$ cat config.mk
export PLATFORM = sky130hd
export DESIGN_NAME = l2_arbiter
export DESIGN_NICKNAME = d
export VERILOG_FILES = /design/src/rtl/l2_arbiter_pkg.sv /design/src/rtl/l2_arbiter_select.sv /design/src/rtl/l2_arbiter.sv
export SDC_FILE = /design/constraint.sdc
export NUM_CORES = 1
export LEC_CHECK = 0
export ABC_AREA = 1
export CORE_AREA = 5 5 273 275
export CTS_BUF_LIST = sky130_fd_sc_hd__clkbuf_16
export DETAILED_ROUTE_END_ITERATION = 10
export DIE_AREA = 0 0 278 280
export GPL_ROUTABILITY_DRIVEN = 0
export HOLD_SLACK_MARGIN = 0.15
export PLACE_DENSITY = 0.42
export SETUP_SLACK_MARGIN = 0.02
export SLEW_MARGIN = 20
export SYNTH_ARGS = -nofsm -noshare
export SYNTH_HDL_FRONTEND = slang
export SYNTH_SLANG_ARGS = --single-unit
$ cat constraint.sdc
create_clock -name clk -period 1.55 [get_ports clk]
set_clock_uncertainty 0.05 [all_clocks]
set_input_delay 0.2325 -clock clk [delete_from_list [all_inputs] [get_ports clk]]
set_output_delay 0.2325 -clock clk [all_outputs]
set_load 0.05 [all_outputs]
$ cat src/rtl/l2_arbiter_pkg.sv
// Shared types for the L2 request-port arbiter (lc3b line/word types, owner and state enums).
// Build option: define ARB_RR_EN for round-robin arbitration instead of D priority with starvation limit.
package l2_arbiter_pkg;

  typedef logic [15:0]  lc3b_word;
  typedef logic [127:0] lc3b_c_line;

  typedef enum logic [1:0] {
    NONE = 2'd0,
    I    = 2'd1,
    D    = 2'd2
  } arb_owner_t;

  typedef enum logic [1:0] {
    IDLE    = 2'd0,
    GRANT_I = 2'd1,
    GRANT_D = 2'd2
  } arb_state_t;

  localparam int STARVE_CNT_W = 4;

endpackage

$ cat src/rtl/l2_arbiter_select.sv
// Combinational winner choice between the I and D miss requests.
// ARB_RR_EN selects round-robin on ties; otherwise D wins unless I has hit the starvation limit.
module l2_arbiter_select
  import l2_arbiter_pkg::*;
#(
  parameter int STARVE_LIMIT = 4
) (
`ifdef ARB_RR_EN
  input  logic                    last_was_d,
`else
  input  logic [STARVE_CNT_W-1:0] starve_cnt,
`endif
  input  logic                    icache_req,
  input  logic                    dcache_req,
  output logic                    grant_i,
  output logic                    grant_d
);

  always_comb begin
    grant_i = 1'b0;
    grant_d = 1'b0;
`ifdef ARB_RR_EN
    if (icache_req && dcache_req) begin
      grant_d = !last_was_d;
      grant_i = last_was_d;
    end else begin
      grant_i = icache_req;
      grant_d = dcache_req;
    end
`else
    if (dcache_req && !(icache_req && (starve_cnt == STARVE_CNT_W'(STARVE_LIMIT)))) begin
      grant_d = 1'b1;
    end else if (icache_req) begin
      grant_i = 1'b1;
    end
`endif
  end

endmodule

$ cat src/rtl/l2_arbiter.sv
// Shares the unified L2 request port between the L1 I-cache and D-cache; the granted request is registered.
// Build option: ARB_RR_EN (round-robin ties); default is D priority with a STARVE_LIMIT guarantee for I.
module l2_arbiter
  import l2_arbiter_pkg::*;
#(
  parameter int STARVE_LIMIT = 4
) (
  input  logic       clk,
  input  logic       rst_n,
  input  logic       icache_read,
  input  lc3b_word   icache_address,
  output logic       icache_resp,
  output lc3b_c_line icache_rdata,
  input  logic       dcache_read,
  input  logic       dcache_write,
  input  lc3b_word   dcache_address,
  input  lc3b_c_line dcache_wdata,
  output logic       dcache_resp,
  output lc3b_c_line dcache_rdata,
  output logic       l2_read,
  output logic       l2_write,
  output lc3b_word   l2_address,
  output lc3b_c_line l2_wdata,
  input  logic       l2_resp,
  input  lc3b_c_line l2_rdata,
  output arb_owner_t arb_owner
);

  // Handshake: each L1 holds read/write asserted until its resp pulse; the L2 side holds
  // l2_read/l2_write and the registered address/data stable until l2_resp.
  arb_state_t state, state_nxt;
  logic       l2_read_nxt, l2_write_nxt;
  lc3b_word   l2_address_nxt;
  lc3b_c_line l2_wdata_nxt;
  logic       grant_i, grant_d;
  logic       dcache_req;

  assign dcache_req = dcache_read || dcache_write;

`ifdef ARB_RR_EN
  logic last_was_d, last_was_d_nxt;

  l2_arbiter_select #(.STARVE_LIMIT(STARVE_LIMIT)) u_select (
    .last_was_d (last_was_d),
    .icache_req (icache_read),
    .dcache_req (dcache_req),
    .grant_i    (grant_i),
    .grant_d    (grant_d)
  );

  always_comb begin
    last_was_d_nxt = last_was_d;
    if (state == IDLE && grant_d) last_was_d_nxt = 1'b1;
    else if (state == IDLE && grant_i) last_was_d_nxt = 1'b0;
  end

  // Resetting to "last was I" lets D take the first tie.
  always_ff @(posedge clk or negedge rst_n) begin
    if (!rst_n) last_was_d <= 1'b0;
    else        last_was_d <= last_was_d_nxt;
  end
`else
  logic [STARVE_CNT_W-1:0] starve_cnt, starve_cnt_nxt;

  l2_arbiter_select #(.STARVE_LIMIT(STARVE_LIMIT)) u_select (
    .starve_cnt (starve_cnt),
    .icache_req (icache_read),
    .dcache_req (dcache_req),
    .grant_i    (grant_i),
    .grant_d    (grant_d)
  );

  // Counts D grants that I sat through; saturates so the limit compare stays exact.
  always_comb begin
    starve_cnt_nxt = starve_cnt;
    if (state == IDLE && grant_i) begin
      starve_cnt_nxt = '0;
    end else if (state == IDLE && grant_d) begin
      if (!icache_read)                                     starve_cnt_nxt = '0;
      else if (starve_cnt != STARVE_CNT_W'(STARVE_LIMIT))   starve_cnt_nxt = starve_cnt + 1'b1;
    end
  end

  always_ff @(posedge clk or negedge rst_n) begin
    if (!rst_n) starve_cnt <= '0;
    else        starve_cnt <= starve_cnt_nxt;
  end
`endif

  always_comb begin
    state_nxt      = state;
    l2_read_nxt    = l2_read;
    l2_write_nxt   = l2_write;
    l2_address_nxt = l2_address;
    l2_wdata_nxt   = l2_wdata;
    case (state)
      IDLE: begin
        if (grant_d) begin
          // A simultaneous read+write is treated as the write-back.
          state_nxt      = GRANT_D;
          l2_write_nxt   = dcache_write;
          l2_read_nxt    = !dcache_write;
          l2_address_nxt = dcache_address;
          l2_wdata_nxt   = dcache_wdata;
        end else if (grant_i) begin
          state_nxt      = GRANT_I;
          l2_read_nxt    = 1'b1;
          l2_write_nxt   = 1'b0;
          l2_address_nxt = icache_address;
          l2_wdata_nxt   = '0;
        end
      end
      GRANT_I, GRANT_D: begin
        if (l2_resp) begin
          state_nxt    = IDLE;
          l2_read_nxt  = 1'b0;
          l2_write_nxt = 1'b0;
        end
      end
      default: begin
        state_nxt    = IDLE;
        l2_read_nxt  = 1'b0;
        l2_write_nxt = 1'b0;
      end
    endcase
  end

  always_ff @(posedge clk or negedge rst_n) begin
    if (!rst_n) begin
      state      <= IDLE;
      l2_read    <= 1'b0;
      l2_write   <= 1'b0;
      l2_address <= '0;
      l2_wdata   <= '0;
    end else begin
      state      <= state_nxt;
      l2_read    <= l2_read_nxt;
      l2_write   <= l2_write_nxt;
      l2_address <= l2_address_nxt;
      l2_wdata   <= l2_wdata_nxt;
    end
  end

  assign icache_resp  = (state == GRANT_I) && l2_resp;
  assign dcache_resp  = (state == GRANT_D) && l2_resp;
  assign icache_rdata = l2_rdata;
  assign dcache_rdata = l2_rdata;

  // arb_owner mirrors the FSM state one-to-one and doubles as its debug view.
  always_comb begin
    arb_owner = NONE;
    case (state)
      GRANT_I: arb_owner = I;
      GRANT_D: arb_owner = D;
      default: arb_owner = NONE;
    endcase
  end

`ifndef SYNTHESIS
  d_rw_exclusive: assert property (@(posedge clk) disable iff (!rst_n)
    !(dcache_read && dcache_write));
`endif

endmodule

==> results.md <==
* Std cell rows at approximately 100
* Ports at 700
* Pleak at 0.00641 uW
* Placed cell area at 10900 um^2
* Syn_area_per_cell at 8.21 um^2
* Cells after Synth at between 1000 and 1500
* Failing checks: setup timing
* Post-synth net total at 1306
* CP Class: register to register
* Hpwl dp at approximately 24000 um
* RSZ-0062 raised after global routing: yes
* R2R Path Start: state[1]
* Unique masters post-synth at 19
* Longest Clk Path Bufs at 2
* Pins Over Slew Limit at 0
* Max Cap Viol at 0
* Final hold violation count at 0
* Slowest Stage Delay on Critical Path at 400 ps
* P_sw at roughly 17000 uW
* Critical Path Source Type: register
* Reg-to-Reg End: l2_wdata[9]
* Period utilization at 112%
* Worst slew pin tran at 352 ps
* CTS tree: built
* Global-route wire length before repair at 49000 um
* Critical path endpoint: l2_wdata[9]
* ANT nets after route at 0
* Grt ovf at 0
* Wire per inst at 16.7 um
* Core ar. at 72100 um^2
* Starting Density at 11.4%
* DRC at 0
* CP arrival at 2050 ps
* Mapped Area at between 8000 and 9000 um^2
* # port buffers at 315
* Required @ worst endpoint at 1860 ps
* CTS Buf Count at 17
* Vias in the first global route at 7274
* Yosys reg bits at 152
* Drt pass-1 iters at 4
* Sequential cell area fraction in the yosys report at a little under half
* Share of post-route cells with drive strength above 1 at 41.0%
* Crit path launch: state[1]
* Die span in y at 280 um
* Routed via count at approximately 6700
* Worst-Skew Late Latency at 470 ps
* Worst min path class: input pin to register
* Clock-pin slew on the worst setup and hold paths at 70 ps
* CTS root buf: clkbuf_16
* DIE AREA at 77800 um^2
* Largest net degree at the start of global routing at 45
* Clock Power Share at around an eighth
* Final worst path period need at 1740 ps
* Pint at 16900 uW
* Sequential share of power at between 20% and 30%
* Yosys Warn Count at 0
* DRT iter0 DRCs at about 220
* Via density at 3.17
* Hold Path Depth at 3
* Slowest CP cell: dfrtp_1
* VDD IR max at 1.06 mV
* Final Cell Area at 13300 um^2
* CP max FO at 7
* Total GRT Usage at around 8.7%
* Worst-case reg-to-reg path depth at 11
* Routed wire length at 35400 um
* CP Cell Sequence: inv_2, buf_6, ha_4, buf_6, o21ai_4, buf_12, buf_16, buf_12, buf_16, nand2_1, nand2_1
* Maximum clock rate at 576 MHz
* Status: finished with violations
* Setup WS post-layout at -186 ps
* R2R Setup Slk at -190 ps
* Die X at 278 um
* Hold_ws at 242 ps
* Combinational share of power at about two thirds
* Final nets at 1445
* Area growth from synthesis to layout at 61.3%
* Crit. End Element: register
* Switching part of the total power at 49.4%
* Final setup violation count at 145
* Power Density at ~2500 nW/um^2
* Worst rel slew slack at 76.5%
* Initial antenna violation count at 2
* Sink Count at 152
* # H-tree levels at 4
-- area by class of cell --
cell class | count | area, um^2
Fill cell | 8019 | 58800
Timing Repair Buffer | 411 | 4710
Sequential cell | 152 | 3800
Multi-Input combinational cell | 514 | 2850
Tap cell | 959 | 1200
Clock buffer | 17 | 425
Inverter | 48 | 180
Clock inverter | 14 | 136
Antenna cell | 1 | 2.50
-- cell families after synthesis --
group                      after synthesis  synth area share (%)
DFF                                    152                  46.1
AOI/OAI and AO/OA                        6                 0.409
adders and majority gates                7                  1.06
xor gates and xnor gates                 1                 0.106
and+or+nand+nor                        500                  23.7
buffers and inverters                  339                  28.7
-- routing by layer --
metal / wire (um) / track usage, % / vias to the layer above
met5: 60 / 0.427 / -
met4: 1680 / 4.74 / 4
met3: 3840 / 4.43 / 137
met2: 16200 / 13.3 / 387
met1: 13600 / 9.84 / 3123
li1: - / - / 3048
-- repair_timing --
item / in CTS / in global routing
endpoints found under the hold margin: 152 / 0
cloned: 18 / 5
endpoints found under the setup margin: 111 / 156
hold buffers: 2 / 0
pin swaps: 19 / 62
setup buffers: 31 / 7
resized for setup: 126 / 206
-- how the worst min path moves through the flow --
| stage | start | end | slack, ps |
|---|---|---|---|
| after CTS | dcache_wdata[100] | l2_wdata[100] | 180 |
| after global placement | rst_n | state[1] | 110 |
| after detailed placement | rst_n | state[0] | 110 |
| after floorplan | rst_n | l2_address[0] | -110 |
| after global routing | dcache_wdata[107] | l2_wdata[107] | 210 |
| final | dcache_wdata[97] | l2_wdata[97] | 240 |
-- flip-flops by register name (all words and copies together) (netlist names) --
signal	count
starve_cnt	4
l2_wdata	128
l2_address	16
l2_write	1
l2_read	1
state	2
-- worst max-delay path, delay by kind of cell, from the launching register on --
| family | cells | cell delay, ps |
|---|---|---|
| buffers and inverters | 7 | 840 |
| AOI/OAI and AO/OA | 1 | 70 |
| adders and majority gates | 1 | 130 |
| and+or+nand+nor | 2 | 100 |
| DFF | 1 | 400 |
-- layout by cell type (no fill, tap or decap), types with 2 or more instances in the layout --
cell type / synthesis / routed
nand2_1: 453 / 274
clkdlybuf4s50_1: 0 / 164
dfrtp_1: 152 / 152
buf_4: 260 / 142
nand2_2: 1 / 136
buf_12: 0 / 54
nand2_4: 2 / 44
inv_1: 45 / 42
nand3_1: 35 / 35
clkbuf_16: 0 / 21
buf_6: 13 / 21
buf_16: 0 / 16
inv_2: 3 / 8
buf_8: 0 / 8
ha_4: 0 / 4
clkinvlp_4: 0 / 4
nor2_4: 0 / 3
nand4_1: 3 / 3
o21ai_1: 0 / 3
nand2_8: 0 / 2
nor2_1: 3 / 2
ha_2: 0 / 2
clkinv_4: 0 / 2
bufinv_16: 0 / 2
clkinv_1: 0 / 2
dlygate4sd3_1: 0 / 2
-- power by group through the flow --
stage | sequential (uW) | clock [uW] | combinational, uW
after CTS | 7220 | 4450 | 20800
after global routing | 7690 | 4580 | 23100
after detailed placement | 7190 | 0 | 16700
after floorplan | 13200 | 0 | 5490
after global placement | 7200 | 0 | 16600
final | 7460 | 4210 | 21800
-- cells in the mapped netlist (all sizes together) --
| cell | instances | area share [%] |
|---|---|---|
| nor2 | 6 | 0.36 |
| o21ai | 6 | 0.41 |
| clkbuf | 2 | 0.091 |
| xnor2 | 1 | 0.11 |
| nand4 | 3 | 0.23 |
| buf | 289 | 26 |
| inv | 48 | 2.2 |
| nand2 | 456 | 21 |
| dfrtp | 152 | 46 |
| nand3 | 35 | 2.1 |
| ha | 7 | 1.1 |
-- per-stage QoR --
step,TNS (ps),power [uW],setup WS (ps),utilization [%],std cells
detailed placement,-47280,23900,-399,15.2,2031
floorplan,0,18700,25.7,-,1005
global placement,-43310,23800,-366,15.2,2031
global route,-22660,35300,-245,18.5,2115
CTS,-14080,32500,-194,17.5,2110
finish,-10480,33500,-186,18.5,2116
Note: power is estimated with default switching activity, not from simulation.
